### config.mk
export PLATFORM = sky130hd
export DESIGN_NAME = pipe_cla_adder
export DESIGN_NICKNAME = d
export VERILOG_FILES = /design/src/rtl/pipe_arith_pkg.sv /design/src/rtl/cla4_group.sv /design/src/rtl/pipe_cla_adder.sv
export SDC_FILE = /design/constraint.sdc
export NUM_CORES = 1
export LEC_CHECK = 0
export ABC_CLOCK_PERIOD_IN_PS = 2900
export BUFFER_PORTS_ARGS = -buffer_cell sky130_fd_sc_hd__clkbuf_2
export CAP_MARGIN = 20
export CORE_MARGIN = 2
export CORE_UTILIZATION = 55
export DETAILED_ROUTE_END_ITERATION = 8
export GPL_ROUTABILITY_DRIVEN = 0
export HOLD_SLACK_MARGIN = 0.15
export MAX_ROUTING_LAYER = met4
export PLACE_DENSITY = 0.87
export SYNTH_ARGS = -nofsm -noshare
export SYNTH_HDL_FRONTEND = slang
export SYNTH_SLANG_ARGS = --single-unit
### constraint.sdc
create_clock -name clk -period 2.9 [get_ports clk]
set_input_delay 0.29 -clock clk [delete_from_list [all_inputs] [get_ports clk]]
set_output_delay 0.29 -clock clk [all_outputs]
set_load 0.005 [all_outputs]
### src/rtl/pipe_arith_pkg.sv
// Shared arithmetic constants for the pipelined adders.
// Holds default sizing and slice-width derivation.
package pipe_arith_pkg;

  localparam int WIDTH_DEF  = 32;
  localparam int STAGES_DEF = 2;
  localparam int GRP        = 4;

  function automatic int slice_w(input int w, input int s);
    return w / s;
  endfunction

endpackage

### src/rtl/cla4_group.sv
// 4-bit carry-lookahead group: local sum plus group G/P.
// Internal carries are flat lookahead from ci.
module cla4_group (
  input  logic [3:0] x,
  input  logic [3:0] y,
  input  logic       ci,
  output logic [3:0] s,
  output logic       g,
  output logic       p
);

  logic [3:0] gb;
  logic [3:0] pb;
  logic [3:0] c;

  assign gb = x & y;
  assign pb = x ^ y;

  assign c[0] = ci;
  assign c[1] = gb[0] | (pb[0] & ci);
  assign c[2] = gb[1] | (pb[1] & gb[0])
              | (pb[1] & pb[0] & ci);
  assign c[3] = gb[2] | (pb[2] & gb[1])
              | (pb[2] & pb[1] & gb[0])
              | (pb[2] & pb[1] & pb[0] & ci);

  assign s = pb ^ c;

  assign g = gb[3] | (pb[3] & gb[2])
           | (pb[3] & pb[2] & gb[1])
           | (pb[3] & pb[2] & pb[1] & gb[0]);
  assign p = &pb;

endmodule

### src/rtl/pipe_cla_adder.sv
// Pipelined carry-lookahead adder/subtractor, one slice per stage.
// Valid/ready handshake with full-throughput stall chain.
module pipe_cla_adder
  import pipe_arith_pkg::*;
#(
  parameter int WIDTH  = WIDTH_DEF,
  parameter int STAGES = STAGES_DEF
) (
  input  logic             clk,
  input  logic             rst_n,
  input  logic             in_valid,
  output logic             in_ready,
  input  logic [WIDTH-1:0] a,
  input  logic [WIDTH-1:0] b,
  input  logic             cin,
  input  logic             sub,
  output logic             out_valid,
  input  logic             out_ready,
  output logic [WIDTH-1:0] sum,
  output logic             cout,
  output logic             ovf,
  output logic             zero
);

  localparam int SW = slice_w(WIDTH, STAGES);
  localparam int NG = SW / GRP;
  localparam int L  = STAGES - 1;

  logic [WIDTH-1:0] ar [STAGES];
  logic [WIDTH-1:0] br [STAGES];
  logic [WIDTH-1:0] sr [STAGES];
  logic [STAGES-1:0] v;
  logic [STAGES-1:0] cr;
  logic [STAGES-1:0] adv;
  logic [STAGES-1:0] ld;

  // A stage stalls only if it and every stage above it is full
  // while the sink refuses the head beat.
  always_comb begin
    logic full;
    full = 1'b1;
    adv  = '0;
    for (int k = L; k >= 0; k--) begin
      adv[k] = v[k] & ~(full & ~out_ready);
      full   = full & v[k];
    end
  end

  assign ld       = ~v | adv;
  assign in_ready = rst_n & ld[0];

  for (genvar k = 0; k < STAGES; k++) begin : g_stg
    logic [WIDTH-1:0] ai, bi, si, ns;
    logic             ci, vi;
    logic [NG-1:0]    gg, gp;
    logic [NG:0]      gc;
    logic [SW-1:0]    ss;
    logic [WIDTH-1:0] aq, bq, sq;
    logic             vq, cq;

    if (k == 0) begin : g_in
      assign ai = a;
      assign bi = sub ? ~b : b;
      assign si = '0;
      assign ci = sub | cin;
      assign vi = in_valid;
    end else begin : g_fwd
      assign ai = ar[k-1];
      assign bi = br[k-1];
      assign si = sr[k-1];
      assign ci = cr[k-1];
      assign vi = v[k-1];
    end

    for (genvar j = 0; j < NG; j++) begin : g_grp
      cla4_group u_grp (
        .x  (ai[k*SW + j*GRP +: GRP]),
        .y  (bi[k*SW + j*GRP +: GRP]),
        .ci (gc[j]),
        .s  (ss[j*GRP +: GRP]),
        .g  (gg[j]),
        .p  (gp[j])
      );
    end

    // Second-level lookahead across the slice's groups.
    always_comb begin
      logic acc, pp;
      gc    = '0;
      gc[0] = ci;
      for (int j = 1; j <= NG; j++) begin
        acc = 1'b0;
        pp  = 1'b1;
        for (int i = j - 1; i >= 0; i--) begin
          acc = acc | (pp & gg[i]);
          pp  = pp & gp[i];
        end
        gc[j] = acc | (pp & ci);
      end
    end

    always_comb begin
      ns = si;
      ns[k*SW +: SW] = ss;
    end

    always_ff @(posedge clk or negedge rst_n) begin
      if (!rst_n) begin
        vq <= 1'b0;
        cq <= 1'b0;
        aq <= '0;
        bq <= '0;
        sq <= '0;
      end else begin
        if (ld[k]) vq <= vi;
        if (ld[k] && vi) begin
          aq <= ai;
          bq <= bi;
          sq <= ns;
          cq <= gc[NG];
        end
      end
    end

    assign v[k]  = vq;
    assign cr[k] = cq;
    assign ar[k] = aq;
    assign br[k] = bq;
    assign sr[k] = sq;

    if (k == L) begin : g_zero
      logic zq;
      always_ff @(posedge clk or negedge rst_n) begin
        if (!rst_n) zq <= 1'b0;
        else if (ld[k] && vi) zq <= ~|ns;
      end
      assign zero = zq;
    end
  end

  assign out_valid = v[L];
  assign sum       = sr[L];
  assign cout      = cr[L];
  assign ovf       = sr[L][WIDTH-1] ^ ar[L][WIDTH-1]
                   ^ br[L][WIDTH-1] ^ cr[L];

endmodule

-- Word level (Yosys, flattened, before mapping)
Index checks and enable logic that the tools add are counted.
- $add $sub $neg: 0
- $mul: 0
- divide/modulo/power cells: 0
- $lt $le $gt $ge: 0
- eq/ne operators: 0
- shifts and indexed selects: 0
- multiplexer cells: 1
- bitwise logic cells: 273
- reduce and logical (&&, ||, !) cells: 12
- operators by type and width (cell ; count):
    1-bit AND ; 148
    1-bit OR ; 93
    4-bit bitwise XOR ; 16
    4-bit AND ; 8
    32-bit 2-to-1 mux ; 1
    32-bit NOT ; 1
    4-bit AND reduction ; 8
    32-bit OR reduction ; 1
    1-bit bitwise XOR ; 3
    1-bit logical AND ; 2
    1-bit NOT ; 2
    2-bit NOT ; 1
    2-bit OR ; 1
    1-bit zero test ; 1
- register bits after elaboration: 181
- bits in latches: 0
- RAM bits: 0
- memory bits (read-only): 0
- input bits: 70
- output and inout port bits: 37
- word-level logic and storage cells: 297
- memories kept: 0

-- Longest topological paths before layout
Gate-level depths: netlist (run 1).
- word-level depth: 14
- mapped depth: 15

-- Modules after synthesis
Synthesis (run 1) repeated with hierarchy kept, for this count alone.
- cell total of the unflattened synthesis: 438
- area, all modules: 5263.8 µm²
- by module, submodules not included (module ; times used ; cells an instance ; area each (µm²) ; sequential area each (µm²)):
    pipe_cla_adder ; 1 ; 270 ; 3902.5 ; 2177.1
    cla4_group ; 8 ; 21 ; 170.2 ; 0.0

-- Worst setup path after synthesis (run 1)
Ideal clock, no wire load.
- path type: input port to flip-flop
- start: input sub
- end: register g_stg[0].sq[12]
- library setup time: 83 ps
- arrival time: 3103 ps
- data required time: 2817 ps
- path slack: -285 ps
- stages on the path: 14
- cells stage by stage: buf_6 > clkbuf_1 > xor2_1 > ha_1 > a21o_1 > a21oi_1 > a2bb2oi_1 > nand3b_1 > a21o_1 > a21oi_1 > inv_1 > a21oi_1 > fa_1 > o21ai_0
- word-level cells in the longest chain between the ends: 11
- ends and longest elaborated chain (element ; line ; source):
    start, declared ; pipe_cla_adder.sv:16 ; input logic sub,
    32-bit 2-to-1 mux ; pipe_cla_adder.sv:63 ; assign bi = sub ? ~b : b;
    4-bit bitwise XOR or 4-bit AND (tied branches) ; cla4_group.sv:17, cla4_group.sv:16 ;
    1-bit AND, on equally long branches ; cla4_group.sv:29, cla4_group.sv:30, cla4_group.sv:31 ;
    1-bit OR, or another cell as far along ; cla4_group.sv:29 ; assign g = gb[3] | (pb[3] & gb[2])
    1-bit OR or 1-bit AND (tied branches) ; cla4_group.sv:30, cla4_group.sv:31 ;
    1-bit OR ; cla4_group.sv:31 ; | (pb[3] & pb[2] & pb[1] & gb[0]);
    1-bit AND ; pipe_cla_adder.sv:95 ; acc = acc | (pp & gg[i]);
    1-bit OR (2 in series) ; pipe_cla_adder.sv:95 ;
    1-bit OR ; pipe_cla_adder.sv:98 ; gc[j] = acc | (pp & ci);
    4-bit bitwise XOR (*) ; cla4_group.sv:27 ; assign s = pb ^ c;
    end signal, assigned ; pipe_cla_adder.sv:119 ; sq <= ns;
    end, declared ; pipe_cla_adder.sv:58 ; logic [WIDTH-1:0] aq, bq, sq;
Every way passes the cells marked *; elsewhere a longest branch is shown, timed or not.
A chain may end at the register's enable or synchronous reset.

-- Final worst setup path (run 1)
- start: register g_stg[0].bq[16]
- end: register g_stg[1].g_zero.zq, in the netlist zero
- RTL lines (element ; line ; source):
    start, declared ; pipe_cla_adder.sv:58 ;
    start signal, assigned ; pipe_cla_adder.sv:118 ; bq <= bi;
    4-bit AND ; cla4_group.sv:16 ; assign gb = x & y;
    1-bit AND ; cla4_group.sv:31 ;
    1-bit OR ; cla4_group.sv:31 ;
    1-bit AND ; pipe_cla_adder.sv:95 ;
    1-bit OR ; pipe_cla_adder.sv:95 ;
    1-bit OR (*) ; pipe_cla_adder.sv:98 ;
    4-bit bitwise XOR (*) ; cla4_group.sv:27 ;
    named net g_stg[1].g_grp[2].u_grp.s[0] ; cla4_group.sv:7 ; output logic [3:0] s,
    32-bit OR reduction (*) ; pipe_cla_adder.sv:135 ; else if (ld[k] && vi) zq <= ~|ns;
    1-bit zero test (*) ; pipe_cla_adder.sv:135 ;
    end signal, assigned ; pipe_cla_adder.sv:135 ;
    end, declared ; pipe_cla_adder.sv:132 ; logic zq;
Mark *: on every way through the listed nets, which the timed path passes. The rest lies on a longest branch.

==> metrics.cfg, run 1 <==
[logic_synthesis]
synth-edff-count = 0
ys_async_sr_fraction_pct = 100.0
synthesis.nets = 576
yosysWarnings = 0
synth_area_per_cell_um2 = 10.49
ys_seq_elements = 87
yosysSeqAreaShare_pct = 44.52
synth_area_um2 = 4890
ys_types = 42
synth_flop_cell = dfrtp_1
syn_inst = 466

[setup_path]
path_delay_family = simple AND/OR/NAND/NOR gates
critical_path_class = flip-flop to flip-flop
cp-start-kind = flip-flop
required_ns = 3.19
worst_path_largest_cell_delay_ns = 0.51
cp_max_fo = 2
cp_slowest_cell = fa_1
arrival_ns = 3.24
crit_buf_inv = 1
endpoint_kind = flip-flop
cp_cell_sequence = ha_4, a211oi_4, nor4_4, nor2_1, nor2b_4, inv_2, fa_1, nor3_2, nand4_1, nor2_1, nand3_1, nor3_2, a32o_1

[routing]
drt_iter0_drc = 161
postRouteAntennaNets = 0
vias = 3854
wl_mm = 11.50
dr.pass1.iters = 4
viasPerCell = 5.514
wl_per_cell_um = 16.45
route.detailed.drc = 0

[cts]
clk_path_buf_depth = 2
htree_levels = 3
cts_tree = done
cts_buffers = 9
clkTransAtPathRegs_ns = 0.09
clock_latency_ns = 0.36
clock-sinks = 87
cts_root_buf = clkbuf_8

[timing]
worst_pin_slew_ns = 0.8030
period_minus_slack_ns = 2.947
finalCritPeriodShare_pct = 101.6
finalSetupViolations = 1
fin_worst_skew_ns = 0.01007
hold_viol = 0
layout_setup_ws_ns = -0.04720
final_max_slew_viol_count = 0
max_freq_mhz = 339.3
final.setup.tns_ns = -0.04720
slew-limit-headroom_pct = 46.28

[hold_path]
hold_class = input port to flip-flop

[global_route]
overflow = 0
grt_antenna_before_repair = 0
grt_max_degree = 50
grtUsageTotal_pct = 23.80
grt_pass1_vias = 3743
grt_pass1_wl_mm = 17.66

[floorplanning]
coreArea_um2 = 8678
dieWidth_um = 98.29
die_area_um2 = 9661
io_pins = 107
row_count = 34
die_h_um = 98.29
start_util_pct = 56.34

[cells_and_area]
final_util_pct = 69.52
fillers = 594
num-nets-final = 696
final_cell_mix = clkbuf_2 (105), dfrtp_1 (87), nand2_1 (60)
antenna_cells = 0
synthToLayoutAreaGrowth_pct = 23.39
drive_gt1_share_pct = 35.53
layout_commonest_cell = clkbuf_2

[pwr]
leakage_nw = 2.903
switching_share_pct = 35.09
intPower_mw = 2.922
ir_worst_vdd_mv = 0.3444
power_mw = 4.502
power.density_nw_per_um2 = 746.2
switchingPower_mw = 1.580
p_clk_share_pct = 21.1
p_seq_share_pct = 40.1
combPwrFrac_pct = 38.8

[place]
io_buffers = 106
dpl.hpwl_mm = 8.181

[status]
violations = negative setup slack
status = complete, but fails checks

[job]
cap_violations = 0

## stage by stage
step	setup slack, ns	area, um^2	hold WS [ns]	instances
2_1_floorplan	0.01035	4912	-0.005591	466
3_3_place_gp	-0.07913	5620	0.3233	678
3_5_place_dp	-0.08207	5620	0.3248	678
4_1_cts	0.007356	5887	0.1508	695
5_1_grt	-0.1198	6033	0.1613	699
6_report	-0.04720	6033	0.1589	699
## worst paths after layout
path                                       from               to  slack (ns)  depth (start not counted)
max in group asynchronous                 rst_n             zero        1.44                          3
worst max-delay path            g_stg[0].bq[16]             zero       -0.05                         13
min in group asynchronous                 rst_n  g_stg[0].bq[22]        0.47                          2
worst max register to register  g_stg[0].bq[16]             zero       -0.05                         13
worst min register to register          sum[17]          sum[17]        0.49                          2
worst min-delay path                   in_valid      g_stg[0].vq        0.16                          2
## layout make-up
class	count	area, um^2	area share (%)
multi-input cells	343	2728	45.21
flip-flops and latches	87	2177	36.08
repair buffers	128	700.7	11.61
clock buffers	10	137.6	2.281
well taps	108	135.1	2.240
clock inverters	6	91.34	1.514
inverters	17	63.81	1.058
## cells in the mapped netlist, types with 5 or more instances
cell	n	area share (%)
mux2_2	36	8.3
inv_1	17	1.3
clkbuf_1	14	1.1
dfrtp_1	87	45
nand2_1	62	4.8
xnor2_1	29	5.2
a21o_1	6	0.92
nand3_1	6	0.61
a21oi_1	22	2.3
nor3_1	5	0.51
nor2_1	14	1.1
o21ai_0	44	4.5
o21ai_1	7	0.72
ha_1	32	8.2
xor2_1	32	5.7
fa_1	8	3.3
## power groups by stage
stage / logic (mW) / clock network (mW) / registers, mW
3_5_place_dp: 1.57 / 0 / 1.81
2_1_floorplan: 0.979 / 0 / 1.78
5_1_grt: 1.90 / 1.01 / 1.85
6_report: 1.75 / 0.949 / 1.81
3_3_place_gp: 1.50 / 0 / 1.79
4_1_cts: 1.62 / 0.959 / 1.80
## kinds of logic after synthesis
kind of cell	synth area share, %
multiplexers	8.291
AND/OR/NAND/NOR	9.953
adder cells (fa/ha/maj)	11.46
buffers and inverters	2.968
flip-flops	44.52
AO/OA/AOI/OAI	11.87
XOR/XNOR	10.93
## flip-flops by register name, summed over array words and instances, names as in the netlist
name and cells:
g_stg.vq 1, g_stg.bq 17, g_stg.aq 17, cout 1
sum 32, zero 1, out_valid 1, g_stg.sq 16
g_stg.cq 1
## worst register-to-register path, cell delays in order, from the launching register on
cell	delay, ns
dfrtp_1	0.42
ha_4	0.27
a211oi_4	0.31
nor4_4	0.09
nor2_1	0.10
nor2b_4	0.16
inv_2	0.04
fa_1	0.51
nor3_2	0.22
nand4_1	0.17
nor2_1	0.17
nand3_1	0.13
nor3_2	0.13
a32o_1	0.17
## per-layer routing
| layer | vias up | GRT usage (%) | share of wire [%] |
|---|---|---|---|
| met3 | 32 | 4.295 | 5.6 |
| met1 | 1853 | 29.45 | 40 |
| met4 | 0 | 9.168 | 3.6 |
| li1 | 1839 | - | - |
| met2 | 130 | 39.09 | 50 |
| met5 | - | - | 0 |
## what timing repair did
action                                 in CTS  in global routing
cloned                                      0                  0
setup buffers                               0                  4
setup endpoints to repair                   1                  1
endpoints found under the hold margin      44                  0
hold buffers                                1                  0
pin swaps                                   2                 11
resized for setup                           6                 20
Note: power is estimated with default switching activity, not from simulation.
==> run 2: changes to the inputs <==
Settings changed: REMOVE_ABC_BUFFERS set to 1.
==> run 2 against run 1 <==
The flow still finishes with violations (negative setup slack). Via count is 1.4% lower. Die area stayed put. Final area decreased by 0.10%. Critical endpoint unchanged. Highest routed layer unchanged.
==> metrics.cfg, run 2 (synthesis gave the netlist of run 1 again) <==
[status]
violations = negative setup slack
status = complete, but fails checks

[setup_path]
cp-start-kind = flip-flop
required_ns = 3.19
cp_max_fo = 3
critical_path_class = flip-flop to flip-flop
arrival_ns = 3.19
endpoint_kind = flip-flop

[cts]
htree_levels = 3
clkTransAtPathRegs_ns = 0.09
cts_buffers = 9
cts_root_buf = clkbuf_8
cts_tree = done
clk_path_buf_depth = 2
clock_latency_ns = 0.35
clock-sinks = 87

[routing]
wl_mm = 11.11
viasPerCell = 5.438
drt_iter0_drc = 144
wl_per_cell_um = 15.89
dr.pass1.iters = 4
route.detailed.drc = 0
vias = 3801
postRouteAntennaNets = 0

[cells_and_area]
num-nets-final = 698
synthToLayoutAreaGrowth_pct = 23.26
finalNonFillerCells = 699
drive_gt1_share_pct = 35.36
antenna_cells = 0
final_cell_mix = clkbuf_2 (105), dfrtp_1 (86), nand2_1 (60)
largest_reg_flops = 32
layout_commonest_cell = clkbuf_2

[timing]
worst_pin_slew_ns = 0.6360
layout_setup_ws_ns = -0.007407
rsz0062_at_grt = true
max_freq_mhz = 343.9
finalSetupViolations = 1
final_max_slew_viol_count = 0
finalCritPeriodShare_pct = 100.3
slew-limit-headroom_pct = 57.60
hold_viol = 0
period_minus_slack_ns = 2.907
fin_worst_skew_ns = 0.01230
hold_ws_ns = 0.1643

[hold_path]
hold_class = input port to flip-flop

[global_route]
grt_antenna_before_repair = 0
grtUsageTotal_pct = 23.84
grt_pass1_wl_mm = 18.01
grt_max_degree = 58
overflow = 0
grt_pass1_vias = 3908

[place]
dp_cells = 680
dpl.hpwl_mm = 8.162
io_buffers = 106
place_ws_ns = -0.1323

[job]
cap_violations = 0

[floorplanning]
row_count = 34
io_pins = 107
start_util_pct = 56.34
dieWidth_um = 98.29
die_area_um2 = 9661
die_h_um = 98.29
coreArea_um2 = 8678

[pwr]
ir_worst_vdd_mv = 0.3066
leakage_nw = 2.903
power.density_nw_per_um2 = 728.8

[run 2: cell types whose count changed in the layout (fill, tap and decap cells not counted), sizes merged]
cell | before | now
buf | 22 | 24
bufinv | 2 | 1
clkbuf | 115 | 116
inv | 19 | 17
[run 2: layout make-up]
type / count / area (um^2)
Multi-Input combinational cell: 343 / 2726
Fill cell: 664 / 2651
Sequential cell: 87 / 2178
Timing Repair Buffer: 130 / 728.2
Clock buffer: 11 / 151.4
Tap cell: 108 / 135.1
Inverter: 17 / 63.81
Clock inverter: 3 / 43.79
[run 2: through the flow]
stage                     setup TNS (ns)  instance area, um^2  total power, mW  utilization [%]
after floorplan                        0                 4808            2.735                -
after global placement           -0.1363                 5637            3.295            64.95
after detailed placement         -0.3014                 5637            3.392            64.95
after CTS                              0                 5926            4.305            68.28
after global routing             -0.1726                 6027            4.678            69.45
final                          -0.007407                 6027            4.392            69.45
[run 2: path summary, 6_finish.rpt]
kind,startpoint,to,slack (ns),cells past startpoint
setup / recovery,g_stg[0].aq[16],zero,-0.007,13
hold / removal,in_valid,g_stg[0].vq,0.16,2
setup reg to reg,g_stg[0].aq[16],zero,-0.007,13
hold reg to reg,sum[18],sum[18],0.49,2
max in group asynchronous,rst_n,g_stg[0].aq[16],1.43,3
min in group asynchronous,rst_n,g_stg[0].bq[27],0.43,2
[run 2: timing repair]
action | CTS | global route
gates resized for setup | 10 | 16
setup endpoints to repair | 1 | 2
pin swaps | 4 | 10
endpoints found under the hold margin | 35 | 0
hold buffers | 1 | 0
buffers inserted | 1 | 3
[run 2: critical path, cell delays in order (launching register included)]
cell and delay [ns]:
dfrtp_2 0.45, ha_4 0.29, a211oi_4 0.07, buf_4 0.16, o21bai_4 0.17, a21oi_2 0.10, fa_1 0.60, nand2_1 0.09
nor3_2 0.15, nand4_1 0.13, nor2_1 0.14, nand3_1 0.10, nor3_2 0.20, a32o_2 0.19
[run 2: per-layer routing]
| layer | GRT usage, % | routed length [um] | vias up | share of wire [%] |
|---|---|---|---|---|
| li1 | - | - | 1836 | - |
| met1 | 28.17 | 4476 | 1839 | 40 |
| met2 | 40.66 | 5733 | 111 | 52 |
| met3 | 6.514 | 752 | 15 | 6.8 |
| met4 | 5.796 | 146 | 0 | 1.3 |
| met5 | - | 0 | - | 0 |
[run 2: power breakdown]
group / switching, mW / internal [mW]
sequential: 0.253 / 1.56
clock: 0.409 / 0.436
combinational: 0.870 / 0.861
total: 1.53 / 2.86
==> run 3: changes to the inputs <==
Settings changed: CORE_UTILIZATION 55 to 56, SYNTH_HIERARCHICAL set to 1.
==> run 3 against run 2 <==
The flow still finishes with violations (negative setup slack). Global-route usage down 0.32 points. Sequential share of layout area down 1.2 points. Routed wire length up 0.93%. Worst hold slack worse by 0.0051 ns. Cell count down 2.9%. Clock power down 7.1%. Sequential power up 5%. Final area up 3.4%. Die area up 5.5%. Worst setup slack worse by 0.026 ns. Flip-flop and latch count unchanged. Critical path depth unchanged.
==> metrics.cfg, run 3 <==
[status]
status = complete, but fails checks
violations = negative setup slack

[cts]
clkTransAtPathRegs_ns = 0.09
clock-sinks = 87
cts_tree = done
cts_root_buf = clkbuf_8
clock_latency_ns = 0.36
cts_buffers = 9
clk_path_buf_depth = 2
htree_levels = 3

[hold_path]
hold_class = input port to flip-flop
hold_depth = 2
hold_end = g_stg[0].aq[28]
hp-start = a[28]

[timing]
final_max_slew_viol_count = 0
slew-limit-headroom_pct = 64.35
rsz0062_at_grt = true
period_minus_slack_ns = 2.934
worst_pin_slew_ns = 0.5329
hold_viol = 0
max_freq_mhz = 340.9
layout_setup_ws_ns = -0.03351
finalSetupViolations = 1
fin_worst_skew_ns = 0.01473
finalCritPeriodShare_pct = 101.2
final.setup.tns_ns = -0.03351

[setup_path]
arrival_ns = 3.20
crit_buf_inv = 0
path_delay_family = compound AO/OA/AOI/OAI gates
crit_top_cell = a21o_1
required_ns = 3.17
cp_max_fo = 5
reg2reg_from = g_stg[0].aq[18]
r2r_cells = 13
rrSetupSlack_ns = -0.03
cp-start-kind = flip-flop
r2r-end = zero
cp_slowest_cell = dfrtp_1
cp_cell_sequence = ha_4, a21oi_2, nand2_1, a21o_1, a21o_1, a21o_1, a21o_1, a21o_1, a21oi_2, xnor2_2, nor4_1, nand4_1, o31ai_2
endpoint_kind = flip-flop
critical_path_class = flip-flop to flip-flop
worst_path_largest_cell_delay_ns = 0.42

[logic_synthesis]
yosysWarnings = 6
ys_types = 31
ys_async_sr_fraction_pct = 100.0
ys_seq_elements = 87
syn_inst = 438
synth_common_cells = dfrtp_1 (87), mux2_4 (44), xnor2_1 (34)
synth_area_per_cell_um2 = 12.02
synth-edff-count = 0
synth_area_um2 = 5264
synth_flop_cell = dfrtp_1
yosysSeqAreaShare_pct = 41.36
yosysMostFrequentCell = dfrtp_1
yosysTopAreaCell = dfrtp_1
netlist.area_leader.share_pct = 41.36
synthTopCellsByArea = dfrtp_1 (41%), mux2_4 (13%), ha_1 (7.6%)

[routing]
wl_per_cell_um = 16.51
wl_mm = 11.21
dr.pass1.iters = 5
viasPerCell = 5.532
route.detailed.drc = 0
drt_iter0_drc = 105
vias = 3756
postRouteAntennaNets = 0

[job]
cap_violations = 0

[place]
place_area_um2 = 5911
io_buffers = 106
dpl.hpwl_mm = 8.613
dp_cells = 652

[pwr]
intPower_mw = 3.028
combPwrFrac_pct = 41.9
leakage_nw = 3.226
power_mw = 4.663
ir_worst_vdd_mv = 0.2933
p_seq_share_pct = 41.2
switchingPower_mw = 1.635
switching_share_pct = 35.07
power.density_nw_per_um2 = 748.4
p_clk_share_pct = 16.8

[floorplanning]
row_count = 35
die_h_um = 101.0
start_util_pct = 57.24
coreArea_um2 = 9196
dieWidth_um = 101.0
io_pins = 107
die_area_um2 = 10190

[cells_and_area]
layout_commonest_cell = clkbuf_2
synthToLayoutAreaGrowth_pct = 18.37
stdcell_area_um2 = 6231
final_util_pct = 67.76
num-nets-final = 673
antenna_cells = 0
largest_reg_flops = 32
finalNonFillerCells = 679
final_cell_mix = clkbuf_2 (105), dfrtp_1 (87), mux2_4 (44)
drive_gt1_share_pct = 37.50

[global_route]
grt_max_degree = 35
grtUsageTotal_pct = 23.52
grt_pass1_wl_mm = 18.39
grt_antenna_before_repair = 0
overflow = 0
grt_pass1_vias = 3987

==> run 3: stage by stage <==
stage | hold slack (ns) | setup slack [ns]
2_1_floorplan | -0.005591 | 0.2196
5_1_grt | 0.1536 | -0.1392
4_1_cts | 0.1512 | 0.03147
3_5_place_dp | 0.2293 | -0.09788
6_report | 0.1591 | -0.03351
3_3_place_gp | 0.2222 | 0.07282
==> run 3: how the worst max path moves through the flow <==
stage,cells past startpoint,end,slack (ns),from
2_1_floorplan,13,zero,0.22,g_stg[0].bq[18]
3_3_place_gp,13,zero,0.07,g_stg[0].bq[18]
3_5_place_dp,13,zero,-0.1,g_stg[0].bq[18]
4_1_cts,13,zero,0.03,g_stg[0].aq[17]
5_1_grt,13,zero,-0.14,g_stg[0].aq[18]
6_report,13,zero,-0.03,g_stg[0].aq[18]
==> run 3: metal layers <==
metal | vias to the layer above | global-route usage [%] | routed length [um]
met5 | - | - | 0
met1 | 1873 | 27.75 | 4837
met3 | 13 | 2.774 | 355
li1 | 1765 | - | -
met2 | 105 | 42.51 | 5877
met4 | 0 | 6.341 | 142
==> run 3: repair_timing <==
action | CTS | global route
endpoints found under the hold margin | 29 | 0
endpoints found under the setup margin | 1 | 1
hold buffers | 4 | 0
pin swaps | 2 | 12
gates resized for setup | 2 | 4
buffers inserted | 0 | 7
==> run 3: worst register-to-register path, cell delays in order, from the launching register on <==
cell and delay (ns):
dfrtp_1 0.42, ha_4 0.27, a21oi_2 0.16, nand2_1 0.07, a21o_1 0.16, a21o_1 0.17
a21o_1 0.23, a21o_1 0.20, a21o_1 0.17, a21oi_2 0.19, xnor2_2 0.11, nor4_1 0.27
nand4_1 0.16, o31ai_2 0.26
==> run 3: cells by family after synthesis <==
family,after synthesis,synth area share (%)
AO/OA/AOI/OAI,59,7.915
multiplexers,67,17.45
XOR/XNOR,59,9.817
buffers and inverters,48,4.635
flip-flops,87,41.36
AND/OR/NAND/NOR,78,8.177
adder cells (fa/ha/maj),40,10.65
==> run 3: final cells by class <==
type,count,area (um^2)
Multi-Input combinational cell,303,2895
Clock buffer,9,123.9
Sequential cell,87,2177
Inverter,33,123.9
Tap cell,111,138.9
Timing Repair Buffer,129,715.7
Clock inverter,7,56.30
Fill cell,697,2965
==> run 3: power groups by stage <==
stage	sequential (mW)	combinational [mW]	clock [mW]
global placement	1.91	1.78	0
global route	1.98	2.14	0.857
CTS	1.92	1.89	0.808
floorplan	1.87	1.25	0
finish	1.92	1.95	0.786
detailed placement	1.94	1.86	0
